==> src/rtl/rr_index_arbiter.sv <==
// 64-way arbiter: reduces a request vector to one registered 6-bit index behind a valid/ready handshake.
// Define RR_ARB_ROUND_ROBIN_EN for a rotating priority pointer; otherwise the lowest set request always wins.
module rr_index_arbiter (
    input  logic        clk,
    input  logic        rst,
    input  logic [63:0] req,
    input  logic        out_ready,
    output logic        out_valid,
    output logic [5:0]  out_idx
);

    typedef enum logic {IDLE, HOLD} state_t;

    state_t     state;
    state_t     state_next;
    logic       valid_next;
    logic [5:0] idx_next;
    logic [5:0] base;
    logic [5:0] pick;
    logic       any_req;

    // Wrap-around search: first set bit at or above p, else the first set bit below p.
    function automatic logic [5:0] sel(input logic [5:0] p, input logic [63:0] r);
        logic [5:0] result;
        logic [5:0] k;
        logic       found;
        result = 6'd0;
        found  = 1'b0;
        for (int i = 0; i < 64; i++) begin
            k = p + 6'(i);
            if (!found && r[k]) begin
                result = k;
                found  = 1'b1;
            end
        end
        return result;
    endfunction

`ifdef RR_ARB_ROUND_ROBIN_EN
    logic [5:0] ptr;
    logic [5:0] ptr_next;

    // A back-to-back grant searches from just past the grant being accepted.
    assign base = (state == IDLE) ? ptr : out_idx + 6'd1;
`else
    assign base = 6'd0;
`endif

    assign any_req = |req;
    assign pick    = sel(base, req);

    always_comb begin
        state_next = state;
        valid_next = out_valid;
        idx_next   = out_idx;
`ifdef RR_ARB_ROUND_ROBIN_EN
        ptr_next   = ptr;
`endif
        case (state)
            IDLE: begin
                if (any_req) begin
                    idx_next   = pick;
                    valid_next = 1'b1;
                    state_next = HOLD;
                end
            end
            HOLD: begin
                if (out_ready) begin
`ifdef RR_ARB_ROUND_ROBIN_EN
                    ptr_next = out_idx + 6'd1;
`endif
                    if (any_req) begin
                        idx_next = pick;
                    end else begin
                        valid_next = 1'b0;
                        state_next = IDLE;
                    end
                end
            end
            default: begin
                state_next = IDLE;
                valid_next = 1'b0;
            end
        endcase
    end

    always_ff @(posedge clk) begin
        if (rst) begin
            state     <= IDLE;
            out_valid <= 1'b0;
            out_idx   <= 6'd0;
`ifdef RR_ARB_ROUND_ROBIN_EN
            ptr       <= 6'd0;
`endif
        end else begin
            state     <= state_next;
            out_valid <= valid_next;
            out_idx   <= idx_next;
`ifdef RR_ARB_ROUND_ROBIN_EN
            ptr       <= ptr_next;
`endif
        end
    end

endmodule

==> config.mk <==
export PLATFORM = sky130hd
export DESIGN_NAME = rr_index_arbiter
export DESIGN_NICKNAME = d
export VERILOG_FILES = /design/src/rtl/rr_index_arbiter.sv
export SDC_FILE = /design/constraint.sdc
export NUM_CORES = 1
export LEC_CHECK = 0
export ABC_AREA = 1
export CAP_MARGIN = 0
export CORE_UTILIZATION = 43
export DETAILED_ROUTE_END_ITERATION = 10
export PLACE_DENSITY = 0.83
export REMOVE_ABC_BUFFERS = 1
export SYNTH_ARGS = -nofsm -noshare
export SYNTH_HDL_FRONTEND = slang
export SYNTH_SLANG_ARGS = --single-unit
==> constraint.sdc <==
create_clock -name clk -period 3.2 [get_ports clk]
set_input_delay 0.64 -clock clk [delete_from_list [all_inputs] [get_ports clk]]
set_output_delay 0.64 -clock clk [all_outputs]
set_load 0.05 [all_outputs]
## Word-level counts from Yosys, hierarchy flattened

Cells that the tools add are included.

| operators by class | value |
|---|---|
| bitwise gates (word level) | 1 |
| muxes and demuxes | 136 |
| reductions and logical operators | 128 |
| equality and inequality tests | 3 |

Operator list:

| kind | count |
|---|---|
| $mux W6 | 34 |
| $mux W5 | 16 |
| $mux W1 | 69 |
| $reduce_or A64 Y1 | 1 |
| $logic_and A1 B1 Y1 | 63 |
| $logic_not A1 Y1 | 63 |
| $mux W4 | 8 |
| $mux W3 | 4 |
| $pmux W6 S2 | 1 |
| $ne A2 B2 Y1 const B | 3 |
| $mux W2 | 2 |
| $pmux W1 S2 | 2 |
| $reduce_and A3 Y1 | 1 |
| $not A1 Y1 | 1 |

| word-level totals | value |
|---|---|
| logic and storage cells | 271 |
| bits of input ports | 67 |
| output and inout bits | 7 |
| flip-flop bits (word level) | 8 |

## Logic depth before layout (Yosys ltp)

| depth | value |
|---|---|
| depth after elaboration | 193 |
| gate-level depth with buffers | 17 |
| depth with buffers taken out | 17 |

## Least setup slack after synthesis

OpenSTA, ideal clock, no wires.

| timing | value |
|---|---|
| path type | input to register |
| start point | input req[1] |
| end point | register out_idx[1] |
| data required time | 3,134 ps |
| arrival time | 2,419 ps |
| path buffers | 0 |
| path slack | 715 ps |
| setup time | 66 ps |
| stages | 13 |
| path through | nor2_2 > nand2_2 > nor2_4 > nand2_4 > nor2_8 > nand4_4 > nor3b_4 > nand4_4 > nor3_4 > nand3_1 > nand2_2 > mux2i_2 > a21oi_2 |

| on the way | value |
|---|---|
| cells in the longest elaborated chain, start to end | 191 |
| elaborated cells on any way between the ends | 253 |
| those cells by class | mux (127); reduce/logical (126) |

RTL lines:

| what | RTL line | text |
|---|---|---|
| start: declaration | 6 | `input logic [63:0] req,` |
| $logic_and A1 B1 Y1 | 31 | `if (!found && r[k]) begin` |
| $mux W1 | 31 |  |
| $logic_not A1 Y1 | 31 |  |
| $logic_and A1 B1 Y1 | 31 |  |
| $mux W1 | 31 |  |
| $logic_not A1 Y1 | 31 |  |
| $logic_and A1 B1 Y1 | 31 |  |
| $mux W1 | 31 |  |
| (+175 left out) | n/a |  |
| $logic_and A1 B1 Y1 | 31 |  |
| $mux W1 | 31 |  |
| $logic_not A1 Y1 | 31 |  |
| $logic_and A1 B1 Y1 | 31 |  |
| $mux W6 | 31 |  |
| $mux W6 * | 61, 72 |  |
| $mux W6 | 68 | `if (out_ready) begin` |
| $pmux W6 S2 * | 59 | `case (state)` |
| end signal: assignment | 98 | `out_idx <= idx_next;` |
| end: declaration | 9 | `output logic [5:0] out_idx` |

Mark *: on every way between the ends. The rest lies on a longest branch, timed or not. The select of a mux whose other input is x is not followed.
A chain may end at the register's enable or synchronous reset.

## Final worst setup path

| timing | value |
|---|---|
| start point | input req[2] |
| end point | register out_idx[1] |

| on the way | value |
|---|---|
| cells in the longest elaborated chain, start to end | 188 |
| elaborated cells on any way between the ends | 250 |
| those cells by class | mux (126); reduce/logical (124) |

RTL lines:

| what | RTL line |
|---|---|
| $logic_and A1 B1 Y1 | 31 |
| $mux W1 | 31 |
| $logic_not A1 Y1 | 31 |
| $logic_and A1 B1 Y1 | 31 |
| $mux W1 | 31 |
| $logic_not A1 Y1 | 31 |
| $logic_and A1 B1 Y1 | 31 |
| $mux W1 | 31 |
| (+172 left out) | n/a |
| $logic_and A1 B1 Y1 | 31 |
| $mux W1 | 31 |
| $logic_not A1 Y1 | 31 |
| $logic_and A1 B1 Y1 | 31 |
| $mux W6 | 31 |
| $mux W6 * | 61, 72 |
| $mux W6 | 68 |
| $pmux W6 S2 * | 59 |

Marks and branches as above.

==> impl_results.md <==
- Status: complete, but fails checks
- Failing checks: design-rule violations
- Setup TNS: 0 ns
- Die width: 63.6 um
- Vias per cell: 5.26
- Total gr overflow: 0
- Minimum clock period: 2.93 ns
- Syn. warnings: 0
- Pwr Density: 173 mW/mm2
- TritonCTS clock tree: yes
- Fin Hold WS: 0.456 ns
- Layout Utilization: 67.5%
- Leakage power: about 1.2 nW
- Metal2 WL: 2160 um
- Post-synth ARST share: 0%
- Worst VDD drop: 118 uV
- Clock power frac: 28.8%
- Total GRT Usage: 25.1%
- Bufs and invs on worst path: 1
- IO Count: 74
- Remaining DRCs: 1
- Share of post-route cells with drive strength above 1: 8.47%
- M1 WL: 2200 um
- Combinational Power Share: a little under half
- Slew @ Worst Pin: 0.619 ns
- Synthesized area per cell: 5.65 um2
- Seq/Total Area, Yosys: 9.82%
- Final setup viols: 0
- Commonest cells after routing, fill and taps aside: 73 x clkdlybuf4s50_1, 61 x nor2_1, 56 x inv_1, 38 x nand2_1
- Core area: 0.00366 mm2
- Diode count: 0
- Worst-case clock buffer depth: 2
- Height of the die: roughly 64 um
- Sw Share: 32.5%
- I/O Buffers: 73
- Most common library cell in the layout ignoring fill and taps: clkdlybuf4s50_1
- Fill cells: between 300 and 400
- Switching Power: about 140 uW
- Primary FF master, synth: dfxtp_1
- Sink Count: 8
- Critical-path top delay cell: clkdlybuf4s50_1
- Met3 wire len: between 200 and 300 um
- Number of iterations in the first detailed-routing pass: 7
- Final worst-path cycle share: 91.4%
- Capturing element type of the critical path: flop
- Crit-path cells: clkdlybuf4s50_1 > nor2_2 > nand2_2 > nor2_4 > nand2_4 > nor2_8 > nand4_4 > nor3b_4 > nand4_4 > nor3_4 > nand3_1 > nand2_2 > mux2i_2 > a21oi_2
- Yosys cell types: 36
- Vias: 2,178
- Delay-heaviest family, CP: simple AND/OR/NAND/NOR gates
- Crit-path max FO: 7
- Max-slew headroom at the worst pin: 58.2%
- H-tree depth: 1
- Later-pin clock latency in the skew report: 0.23 ns
- Cell internal pwr: 288 uW
- # hold bufs at CTS: 0
- Yosys reg bits: 8
- WS Path Type: input port to flop
- First-pass GRT wire length: 8190 um
- Starting Density: 44.6%
- Reg-to-reg startpoint: state
- Slowest stage delay, CP: 0.45 ns
- Final wirelength: 4700 um
- Fmax: 342 MHz
- Pins over their slew limit: 0
- Post-synthesis cell area: 0.00163 mm2
- DR top layer: met4
- Root Buffer: clkbuf_8
- Critical Path AT: just over 3 ns
- Hold Path Class: flop to flop
- Drt first-iter violations: 131
- HP Start: state
- Crit start category: input port
- Worst Setup SP: req[2]
- Vias in the first global route: between 1,500 and 2,000
- Per-cell routed wire length: 11.3 um
- Post-DP HPWL: roughly 4000 um
- CTS Buf Count: 3
- EDFF count, synth: 0
- Final #Nets: 435
- Final Hold Viols: 0
- Placer Congestion: roughly 0.95
- Cells after synthesis: 289
- Row count: 22
- DIE AREA: slightly above 0.004 mm2
- Critical Path RT: about 3.4 ns
- Final ANT Viol Nets: 0
- Clock-pin slew on the worst setup and hold paths: 0.04 ns
- Initial antenna violation count: 0
- Max_cap viols: 0
- Area delta synth->final: 51.5%
- Flop pwr share: 25.4%
- Pin count of the biggest net entering global routing: 9
- Worst Clk Skew: ~0.0016 ns
## layout make-up
cell class                 instances  area [um2]  share of cell area, %
tap                               48        60.1                   2.43
sequential                         8         160                   6.48
timing repair buffer              74         738                   29.9
multi-input combinational        221        1250                   50.4
inverter                          60         225                   9.11
clock buffer                       3        41.3                   1.67
## worst paths after layout
kind,to,slack [ns],depth (start not counted)
setup / recovery,out_idx[1],0.27,14
hold reg to reg,out_valid,0.46,1
setup reg to reg,out_idx[4],1.76,8
hold / removal,out_valid,0.46,1
## cell usage after synthesis (3+ instances only)
library cell | instances | share of area (%)
a21oi_1 | 5 | 1.5
nand3_1 | 17 | 5.2
o21ai_0 | 11 | 3.4
inv_1 | 56 | 13
dfxtp_1 | 8 | 9.8
o2111ai_1 | 4 | 2.1
a31oi_1 | 3 | 1.2
nor4_1 | 5 | 1.9
inv_2 | 3 | 0.69
nand3b_1 | 4 | 1.8
nand4_1 | 17 | 6.5
nor2_1 | 61 | 14
nor3_1 | 10 | 3.1
nand2_1 | 38 | 8.7
o211ai_1 | 8 | 3.7
nor2_2 | 4 | 1.5
nand2_2 | 4 | 1.5
o41ai_1 | 4 | 2.1
## power groups by stage
stage,sequential (mW),clock (mW),combinational [mW]
after detailed placement,0.110,0,0.194
after floorplan,0.125,0,0.0543
after global placement,0.110,0,0.192
after global routing,0.109,0.132,0.214
final,0.108,0.123,0.195
after CTS,0.108,0.124,0.195
## flip-flops by register name, summed over array words and instances, names as in the netlist
| signal | cells |
|---|---|
| out_valid | 1 |
| out_idx | 6 |
| state | 1 |
## timing repair
action / 4_1_cts / 5_1_grt
endpoints found under the setup margin: 0 / 3
gates resized for setup: 0 / 0
buffers inserted: 0 / 1
## logic make-up after synthesis
kind of cell	Yosys count	synth area share (%)
flops	8	9.82
buf+inv	60	13.8
mux	1	0.843
simple gates	176	57.3
compound gates	44	18.3
## stage by stage
stage	setup slack [ns]	power (mW)	std cells	area, um2
finish	0.275	0.426	414	2470
global route	-0.00903	0.454	414	2470
CTS	0.239	0.427	413	2460
detailed placement	0.0560	0.304	410	2420
global placement	0.130	0.302	410	2420
floorplan	0.715	0.179	289	1630
## layer usage
layer	vias to the layer above	GRT usage, %
met4	0	6.53
met1	948	30.3
met2	80	44.7
li1	1142	-
met5	-	0
met3	8	4.53
Note: power is estimated with default switching activity, not from simulation.
